## config.mk

```make
export PLATFORM = sky130hd
export DESIGN_NAME = psum_accum_sfu_flat
export DESIGN_NICKNAME = d
export VERILOG_FILES = /design/src/rtl/psum_accum_sfu_pkg.sv /design/src/rtl/psum_accum_sfu_if.sv /design/src/rtl/psum_lane_sat.sv /design/src/rtl/psum_accum_sfu.sv /design/src/flat_wrapper.sv
export SDC_FILE = /design/constraint.sdc
export NUM_CORES = 2
export LEC_CHECK = 0
export ABC_AREA = 1
export CAP_MARGIN = 10
export CORE_AREA = 4 4 400 402
export CTS_CLUSTER_DIAMETER = 60
export DETAILED_ROUTE_END_ITERATION = 6
export DIE_AREA = 0 0 404 406
export PLACE_DENSITY = 0.79
export SLEW_MARGIN = 10
export SYNTH_ARGS = -nofsm -noshare
export SYNTH_HDL_FRONTEND = slang
export SYNTH_SLANG_ARGS = --single-unit
```

## constraint.sdc

```tcl
create_clock -name clk -period 10 [get_ports clk]
set_input_delay 2 -clock clk [delete_from_list [all_inputs] [get_ports clk]]
set_output_delay 2 -clock clk [all_outputs]
set_load 0.1 [all_outputs]
```

## src/rtl/psum_accum_sfu_pkg.sv

```systemverilog
// Shared sizing, FSM encodings and saturation limits for the psum accumulator.
// No logic and no latency; the constants here set the widths of every block port.
package psum_accum_sfu_pkg;
    localparam int COL     = 8;
    localparam int PSUM_BW = 16;
    localparam int DEPTH   = 16;
    localparam int RD_LAT  = 2;

    localparam int AW    = $clog2(DEPTH);
    localparam int CW    = AW + 1;
    localparam int ROW_W = COL * PSUM_BW;
    localparam int HW    = $clog2(RD_LAT + 1);

    localparam logic [1:0] ST_IDLE  = 2'd0;
    localparam logic [1:0] ST_FETCH = 2'd1;
    localparam logic [1:0] ST_HOLD  = 2'd2;
    localparam logic [1:0] ST_DONE  = 2'd3;

    localparam logic signed [PSUM_BW:0] SAT_MAX = (PSUM_BW + 1)'((2 ** (PSUM_BW - 1)) - 1);
    localparam logic signed [PSUM_BW:0] SAT_MIN = (PSUM_BW + 1)'(-(2 ** (PSUM_BW - 1)));

    function automatic int lane_lo(input int lane);
        return lane * PSUM_BW;
    endfunction
endpackage

```

## src/rtl/psum_accum_sfu_if.sv

```systemverilog
// Job control, output-FIFO pop handshake and SRAM write-port bundle.
// Wires only; the consumer pops by asserting ofifo_rd while ofifo_valid is high.
interface psum_accum_sfu_if;
    import psum_accum_sfu_pkg::*;

    logic             start;
    logic [CW-1:0]    num_rows;
    logic [7:0]       num_passes;
    logic             relu_en;
    logic             ofifo_valid;
    logic [ROW_W-1:0] ofifo_out;
    logic             ofifo_rd;
    logic             res_valid;
    logic [ROW_W-1:0] res_out;
    logic [AW-1:0]    res_addr;
    logic             busy;
    logic             done;

    modport master (
        output start, num_rows, num_passes, relu_en, ofifo_valid, ofifo_out,
        input  ofifo_rd, res_valid, res_out, res_addr, busy, done
    );

    modport slave (
        input  start, num_rows, num_passes, relu_en, ofifo_valid, ofifo_out,
        output ofifo_rd, res_valid, res_out, res_addr, busy, done
    );
endinterface

```

## src/rtl/psum_lane_sat.sv

```systemverilog
// One lane: signed add (or bypass on the first pass), clamp to psum range, optional ReLU.
// Purely combinational, zero latency, no backpressure.
module psum_lane_sat
    import psum_accum_sfu_pkg::*;
(
    input  logic signed [PSUM_BW-1:0] in_i,
    input  logic signed [PSUM_BW-1:0] acc_i,
    input  logic                      bypass_i,
    input  logic                      relu_i,
    output logic signed [PSUM_BW-1:0] sum_o
);
    logic signed [PSUM_BW:0] wide;
    logic signed [PSUM_BW-1:0] sat;

    always_comb begin
        wide = bypass_i ? {in_i[PSUM_BW-1], in_i}
                        : {acc_i[PSUM_BW-1], acc_i} + {in_i[PSUM_BW-1], in_i};
        if (wide > SAT_MAX) begin
            sat = SAT_MAX[PSUM_BW-1:0];
        end else if (wide < SAT_MIN) begin
            sat = SAT_MIN[PSUM_BW-1:0];
        end else begin
            sat = wide[PSUM_BW-1:0];
        end
        sum_o = (relu_i && sat[PSUM_BW-1]) ? '0 : sat;
    end
endmodule

```

## src/rtl/psum_accum_sfu.sv

```systemverilog
// Pops psum rows from the MAC output FIFO, accumulates them over several passes and emits finished rows.
// Result one cycle after the last-pass pop; a pop is followed by rd_lat HOLD cycles so stale valid is never sampled.
module psum_accum_sfu
    import psum_accum_sfu_pkg::*;
(
    input logic             clk,
    input logic             reset,
    psum_accum_sfu_if.slave bus
);
    logic [1:0]       state_q, state_d;
    logic [AW-1:0]    row_q, row_d;
    logic [7:0]       pass_q, pass_d;
    logic [HW-1:0]    hold_q, hold_d;
    logic [CW-1:0]    nrows_q, nrows_d;
    logic [7:0]       npass_q, npass_d;
    logic             relu_q, relu_d;
    logic             busy_q, busy_d;
    logic             done_q, done_d;
    logic             res_vld_q, res_vld_d;
    logic [ROW_W-1:0] res_dat_q, res_dat_d;
    logic [AW-1:0]    res_addr_q, res_addr_d;

    logic [ROW_W-1:0] acc_mem_q [DEPTH];
    logic [ROW_W-1:0] acc_row, lane_sum;
    logic             pop, last_pass, last_row;

    assign pop       = (state_q == ST_FETCH) && bus.ofifo_valid;
    assign last_pass = (pass_q == npass_q - 8'd1);
    assign last_row  = ({1'b0, row_q} == nrows_q - CW'(1));
    assign acc_row   = acc_mem_q[row_q];

    // ReLU only ever shapes emitted rows; intermediate sums keep their sign.
    for (genvar g = 0; g < COL; g++) begin : g_lane
        psum_lane_sat u_lane (
            .in_i     (bus.ofifo_out[lane_lo(g) +: PSUM_BW]),
            .acc_i    (acc_row[lane_lo(g) +: PSUM_BW]),
            .bypass_i (pass_q == 8'd0),
            .relu_i   (relu_q && last_pass),
            .sum_o    (lane_sum[lane_lo(g) +: PSUM_BW])
        );
    end

    always_comb begin
        state_d    = state_q;
        row_d      = row_q;
        pass_d     = pass_q;
        hold_d     = hold_q;
        nrows_d    = nrows_q;
        npass_d    = npass_q;
        relu_d     = relu_q;
        busy_d     = busy_q;
        done_d     = 1'b0;
        res_vld_d  = 1'b0;
        res_dat_d  = res_dat_q;
        res_addr_d = res_addr_q;
        if (done_q) busy_d = 1'b0;

        case (state_q)
            ST_IDLE: begin
                if (bus.start && !busy_q) begin
                    nrows_d = bus.num_rows;
                    npass_d = bus.num_passes;
                    relu_d  = bus.relu_en;
                    row_d   = '0;
                    pass_d  = '0;
                    busy_d  = 1'b1;
                    state_d = (bus.num_rows == '0 || bus.num_passes == '0) ? ST_DONE : ST_FETCH;
                end
            end
            ST_FETCH: begin
                if (pop) begin
                    if (last_pass) begin
                        res_vld_d  = 1'b1;
                        res_dat_d  = lane_sum;
                        res_addr_d = row_q;
                    end
                    if (last_row) begin
                        row_d  = '0;
                        pass_d = pass_q + 8'd1;
                    end else begin
                        row_d = row_q + AW'(1);
                    end
                    if (last_pass && last_row) begin
                        state_d = ST_DONE;
                    end else begin
                        state_d = ST_HOLD;
                        hold_d  = HW'(RD_LAT);
                    end
                end
            end
            ST_HOLD: begin
                hold_d = hold_q - HW'(1);
                if (hold_q == HW'(1)) state_d = ST_FETCH;
            end
            ST_DONE: begin
                done_d  = 1'b1;
                state_d = ST_IDLE;
            end
            default: state_d = ST_IDLE;
        endcase
    end

    always_ff @(posedge clk) begin
        if (reset) begin
            state_q    <= ST_IDLE;
            row_q      <= '0;
            pass_q     <= '0;
            hold_q     <= '0;
            nrows_q    <= '0;
            npass_q    <= '0;
            relu_q     <= 1'b0;
            busy_q     <= 1'b0;
            done_q     <= 1'b0;
            res_vld_q  <= 1'b0;
            res_dat_q  <= '0;
            res_addr_q <= '0;
        end else begin
            state_q    <= state_d;
            row_q      <= row_d;
            pass_q     <= pass_d;
            hold_q     <= hold_d;
            nrows_q    <= nrows_d;
            npass_q    <= npass_d;
            relu_q     <= relu_d;
            busy_q     <= busy_d;
            done_q     <= done_d;
            res_vld_q  <= res_vld_d;
            res_dat_q  <= res_dat_d;
            res_addr_q <= res_addr_d;
        end
    end

    // Accumulation storage is deliberately not reset; every job overwrites it on pass 0.
    always_ff @(posedge clk) begin
        if (pop && !last_pass) acc_mem_q[row_q] <= lane_sum;
    end

    assign bus.ofifo_rd  = pop;
    assign bus.res_valid = res_vld_q;
    assign bus.res_out   = res_dat_q;
    assign bus.res_addr  = res_addr_q;
    assign bus.busy      = busy_q;
    assign bus.done      = done_q;
endmodule

```

## src/flat_wrapper.sv

```systemverilog
// flat-port wrapper written by rule: the top's interface ports become plain ports
module psum_accum_sfu_flat import psum_accum_sfu_pkg::*;
  (clk, reset, bus_start, bus_num_rows, bus_num_passes, bus_relu_en, bus_ofifo_valid, bus_ofifo_out, bus_ofifo_rd, bus_res_valid, bus_res_out, bus_res_addr, bus_busy, bus_done);
  psum_accum_sfu_if bus_i ();
  input logic clk;
  input logic reset;
  input wire logic [$bits(bus_i.start)-1:0] bus_start;
  input wire logic [$bits(bus_i.num_rows)-1:0] bus_num_rows;
  input wire logic [$bits(bus_i.num_passes)-1:0] bus_num_passes;
  input wire logic [$bits(bus_i.relu_en)-1:0] bus_relu_en;
  input wire logic [$bits(bus_i.ofifo_valid)-1:0] bus_ofifo_valid;
  input wire logic [$bits(bus_i.ofifo_out)-1:0] bus_ofifo_out;
  output wire logic [$bits(bus_i.ofifo_rd)-1:0] bus_ofifo_rd;
  output wire logic [$bits(bus_i.res_valid)-1:0] bus_res_valid;
  output wire logic [$bits(bus_i.res_out)-1:0] bus_res_out;
  output wire logic [$bits(bus_i.res_addr)-1:0] bus_res_addr;
  output wire logic [$bits(bus_i.busy)-1:0] bus_busy;
  output wire logic [$bits(bus_i.done)-1:0] bus_done;
  assign bus_i.start = bus_start;
  assign bus_i.num_rows = bus_num_rows;
  assign bus_i.num_passes = bus_num_passes;
  assign bus_i.relu_en = bus_relu_en;
  assign bus_i.ofifo_valid = bus_ofifo_valid;
  assign bus_i.ofifo_out = bus_ofifo_out;
  assign bus_ofifo_rd = bus_i.ofifo_rd;
  assign bus_res_valid = bus_i.res_valid;
  assign bus_res_out = bus_i.res_out;
  assign bus_res_addr = bus_i.res_addr;
  assign bus_busy = bus_i.busy;
  assign bus_done = bus_i.done;
  psum_accum_sfu u_core (.clk(clk), .reset(reset), .bus(bus_i));
endmodule
```

* Yosys cells after proc, flatten, opt, wreduce, memory -nomap -nowiden *
Memory sizes are Yosys's and may differ from the RTL's. A register that Yosys moved wholly into a read port is not among the register bits.
Cells that the tools add are included.

word-level totals
  word-level logic and storage cells = 142
  input bits = 146
  register bits = 165
  memories kept = 1
  output and inout bits = 136
  memory bits (writable) = 2,048

memory list
  memory            words  bits a word  read ports  clocked after Yosys merged registers in  wr ports  line                  source
  u_core.acc_mem_q  16     128          1           1                                        1         psum_accum_sfu.sv:23  logic [ROW_W-1:0] acc_mem_q [DEPTH];

cells by class
  bitwise operators = 2
  reduce and logical (&&, ||, !) cells = 29
  muxes and demuxes = 58
  eq/ne operators = 11
  $lt $le $gt $ge = 16
  add/sub/neg operators = 13

operator list
  cell                  count
  $mux 16               24
  $add 16x16->17        8
  $gt 17x16->1 const B  8
  $lt 17x16->1 const B  8
  $mux 17               8
  $mux 8                3
  $mux 4                5
  $logic_not 8->1       2
  $pmux 8 s2            1
  $logic_and 1x1->1     13
  $mux 2                6
  $reduce_and 3->1      4
  $add 8x1->8 const B   1
  $eq 8x8->1            1
  $mux 1                8
  $ne 2x1->1 const B    4
  $pmux 2 s4            1
  $pmux 4 s2            1
  $sub 8x1->8 const B   1
  $eq 4x5->1            1
  $logic_not 5->1       1
  $sub 5x1->5 const B   1
  $add 4x1->4 const B   1
  $eq 2x1->1 const B    2
  other kinds (12)      16

* Logic depth before layout (Yosys ltp) *
  depth after elaboration = 7
  mapped depth = 26
  gate-level depth less buffers = 21

* Modules after synthesis *
From an unflattened synthesis, not the netlist that was laid out.

unflattened totals
  cells, all modules = 9,198
  area total of the unflattened synthesis = 98,540.8 um^2

by module, submodules not included
  module          cells an instance  area an instance (um^2)  sequential area each (um^2)  times used
  psum_accum_sfu  6,974              87,330.0                 64,882.2                     1
  psum_lane_sat   278                1,401.3                  0.0                          8

* Least setup slack after synthesis *
OpenSTA, ideal clock, no wires.

  kind = in2reg
  start point = input bus_ofifo_valid
  end point = memory u_core.acc_mem_q[0][0] (netlist bit) (enable)
  slack = 1.609 ns
  arrival time = 7.775 ns
  stages on the path = 4
  setup time = 0.617 ns
  path through = nand2_1 -> nor2_1 -> nand2_1 -> nor2_1

between the ends
  cells in the longest elaborated chain, start to end = 4

RTL lines
  what                          line                   source
  start, declared               flat_wrapper.sv:11     input wire logic [$bits(bus_i.ofifo_valid)-1:0] bus_ofifo_valid;
  $logic_and 1x1->1             psum_accum_sfu.sv:27   assign pop = (state_q == ST_FETCH) && bus.ofifo_valid;
  $logic_and 1x1->1             psum_accum_sfu.sv:135  if (pop && !last_pass) acc_mem_q[row_q] <= lane_sum;
  $mux 1                        psum_accum_sfu.sv:135
  $mux 1 (not written as such)  psum_accum_sfu.sv:135
  end, declared                 psum_accum_sfu.sv:23

No other way between the ends.

==> flow_metrics.py <==
metrics = {
    "run_status": {
        "status": "finished with violations",
        "violations": "design-rule violations",
    },
    "routing": {
        "first_pass_iters": 7,
        "routed_wl_mm": 266.5,
        "wl_per_cell_um": 25.15,
        "drt-initial-drc-count": 11080,
        "via_per_inst": 6.462,
        "vias": 68490,
        "drc": 3,
        "antenna_left": 0,
    },
    "setup_path": {
        "crit_fanout": 229,
        "crit_path_start_kind": "register",
        "reg2reg_to": "u_core.acc_mem_q[3][75]",
        "reg2reg_slack_ps": 3670,
        "worstRegToRegCells": 20,
        "slowest_stage": "buf_4",
        "required_ps": 10560,
        "end_kind": "register",
        "arrival_ps": 6890,
        "slowest_delay_ps": 930,
        "crit_type": "register to register",
        "crit_chain": "buf_12 -> buf_4 -> o21ai_0 -> o22ai_1 -> o21ai_0 -> o21ai_1 -> ha_1 -> fa_1 -> nand2_1 -> a21oi_1 -> nand2_1 -> nand2_1 -> nand2_1 -> nand3_1 -> nand3_1 -> nand2_1 -> inv_2 -> nand2_2 -> nand2_1 -> inv_1",
        "cp_common_cell": "nand2_1",
    },
    "run": {
        "drv_cap": 0,
    },
    "sta": {
        "maxSlewHeadroom_pct": 22.64,
        "period_share_pct": 63.32,
        "min_period_ps": 6332,
        "fin_skew_ps": 67.66,
        "worst_pin_slew_ps": 1157,
        "slew_violations": 0,
        "holdWs_ps": 462.1,
        "rsz0062_at_grt": "no",
        "setup_viol": 0,
        "finalSetupTns_ps": 0,
        "finalHoldViolations": 0,
        "max_freq_mhz": 157.9,
    },
    "synth": {
        "syn_area_per_cell_um2": 11.45,
        "synth-edff-count": 2048,
        "synth-main-ff-cell": "edfxtp_1",
        "ys_warn_count": 0,
        "ys_async_sr_fraction_pct": 0,
        "ys_ff_latch": 2217,
        "synthCells": 8281,
        "netlist_area_mm2": 0.09482,
        "ys_types": 50,
        "synth_fp_nets": 8576,
        "yosysSeqAreaShare_pct": 68.43,
    },
    "cts": {
        "ctsHoldBuffers": 0,
        "numClockSinks": 2217,
        "cts.htree.levels": 4,
        "clkLatencyLatePin_ps": 850,
        "cts_buffers": 213,
        "tritoncts": "built",
        "cts_setup_buffers": 0,
        "postCtsResizedCells": 0,
        "cts-root-buf": "clkbuf_16",
        "clock_path_buffers": 3,
        "clkTransAtPathRegs_ps": 60,
    },
    "global_route": {
        "grt_start_max_net_pins": 253,
        "grt_pass1_wl_mm": 394.0,
        "antenna_found_initial": 28,
        "grt-ovfl-total": 0,
        "track_usage_pct": 31.72,
        "first_global_vias": 64390,
    },
    "floorplan": {
        "coreArea_mm2": 0.1560,
        "die_height_um": 406,
        "ios": 282,
        "die_area_mm2": 0.1640,
        "die_x_um": 404,
        "rows": 145,
        "initial_core_util_pct": 60.77,
    },
    "placement": {
        "io_buffer_count": 281,
        "place_hpwl_mm": 142.1,
        "place_area_mm2": 0.09901,
        "routabilityCongestion": 0.9503,
    },
    "power": {
        "powerDensity_mw_per_mm2": 257.2,
        "power_uw": 27320,
        "irDropWorstVdd_uv": 304.5,
        "power_leakage_uw": 0.03721,
    },
    "final_layout": {
        "post-route-util_pct": 68.07,
        "final_nets": 8630,
        "syn_to_final_growth_pct": 12.01,
        "final_cell_area_mm2": 0.1062,
        "drive_above_1_share_pct": 5.914,
    },
    "min_path": {
        "holdPathStages": 2,
        "hold_start": "u_core.relu_q",
        "hold_class": "register to register",
        "min_delay_worst_endpoint": "u_core.relu_q",
    },
}
==> power by group <==
part | total, µW | switching, µW | internal (µW)
sequential | 10400 | 108 | 10300
clock | 8090 | 3530 | 4550
combinational | 8800 | 6010 | 2790
total | 27300 | 9650 | 17700
==> worst max path at each step <==
stage,startpoint,endpoint,slack (ps),cells after the start
finish,register,u_core.acc_mem_q[3][75],3670,20
global route,register,u_core.acc_mem_q[3][75],3270,20
CTS,register,u_core.acc_mem_q[3][75],3840,20
detailed placement,register,u_core.acc_mem_q[13][75],4000,20
global placement,bus_ofifo_valid,bus_ofifo_rd,4150,4
floorplan,bus_ofifo_valid,u_core.acc_mem_q[0][0],1610,4
==> through the flow <==
stage / instances / setup slack [ps]
6_report: 10600 / 3668
3_3_place_gp: 10180 / 4149
3_5_place_dp: 10180 / 3997
4_1_cts: 10580 / 3837
5_1_grt: 10590 / 3268
2_1_floorplan: 8281 / 1609
==> area by class of cell <==
type                    instances  area (µm²)
flip-flops and latches       2217       64900
fillers                     10640       49810
multi-input cells            5160       26400
clock buffers                 278        5756
repair buffers                359        3661
well taps                    2058        2575
inverters                     384        1474
clock inverters               124        1404
diodes                         18       45.04
==> kinds of logic after synthesis <==
logic type | count (synthesis) | synth area share (%)
mux | 20 | 0.2111
flops | 2217 | 68.43
xor+xnor | 66 | 0.6096
buf+inv | 904 | 3.866
fa+ha+maj | 149 | 2.029
simple gates | 2607 | 10.98
compound gates | 2318 | 13.88
==> state kept, by name (all words and copies together) (netlist names), 2 cells and up, named ones only <==
signal,flops
u_core.acc_mem_q,2048
u_core.bus.res_out,128
u_core.npass_q,8
u_core.pass_q,8
u_core.nrows_q,5
u_core.bus.res_addr,4
u_core.row_q,4
u_core.hold_q,2
u_core.state_q,2
==> critical path: cells and delay by family, from the launching register on <==
kind	cells	cell delay, ps
AO/OA/AOI/OAI	5	1290
adder cells (fa/ha/maj)	2	460
buffers and inverters	4	2060
flip-flops	1	780
AND/OR/NAND/NOR	9	1210
==> layer usage <==
| layer | GRT usage [%] | part of all wire (%) | wire (µm) | vias up |
|---|---|---|---|---|
| li1 | - | - | - | 30200 |
| met1 | 43.70 | 37 | 99660 | 32980 |
| met2 | 48.95 | 46 | 122100 | 4527 |
| met3 | 7.054 | 12 | 32270 | 772 |
| met4 | 14.28 | 4.6 | 12380 | 14 |
| met5 | 0 | 0.033 | 87 | - |
==> cells in the final DEF, fill, tap and decap left out, types with 22 or more instances in the layout <==
cell,Yosys,final
buf_4,21,61
clkinv_2,0,37
nor3_1,24,24
clkdlybuf4s50_1,0,276
nor2_1,1281,1265
inv_2,36,35
inv_1,345,343
xnor2_1,52,52
clkbuf_16,0,214
o211ai_1,83,83
nand2_1,973,972
o21ai_1,180,180
dfxtp_1,169,165
edfxtp_1,2048,2048
clkinv_1,3,33
ha_1,141,141
clkbuf_1,364,48
a21oi_1,258,258
nand3_1,229,229
o221ai_1,216,216
buf_12,0,22
o21ai_0,1204,1204
o22ai_1,338,338
==> synth_stat cells, types with 4 or more instances <==
library cell / number / share of area, %
inv_1: 345 / 1.4
edfxtp_1: 2048 / 65
nand3_2: 6 / 0.063
nor4_1: 6 / 0.040
xor2_1: 14 / 0.13
or2_1: 4 / 0.026
or2_0: 7 / 0.046
nand2_2: 16 / 0.11
o21ai_1: 180 / 0.95
mux2i_1: 20 / 0.21
o21bai_1: 10 / 0.079
dfxtp_1: 169 / 3.6
and2_1: 11 / 0.073
o21ai_0: 1204 / 6.4
a21oi_1: 258 / 1.4
nand3_1: 229 / 1.2
nand4_1: 12 / 0.079
nand3b_1: 18 / 0.14
o21a_1: 10 / 0.079
buf_1: 10 / 0.040
buf_4: 21 / 0.17
fa_1: 8 / 0.17
buf_2: 119 / 0.63
o211ai_1: 83 / 0.66
buf_6: 6 / 0.071
inv_2: 36 / 0.14
nor3_1: 24 / 0.13
o221ai_1: 216 / 2.0
nor2_1: 1281 / 5.1
or2_2: 11 / 0.073
ha_1: 141 / 1.9
o32ai_1: 9 / 0.083
clkbuf_1: 364 / 1.4
nand2_1: 973 / 3.9
xnor2_1: 52 / 0.48
o22ai_1: 338 / 2.2
Note: power is estimated with default switching activity, not from simulation.
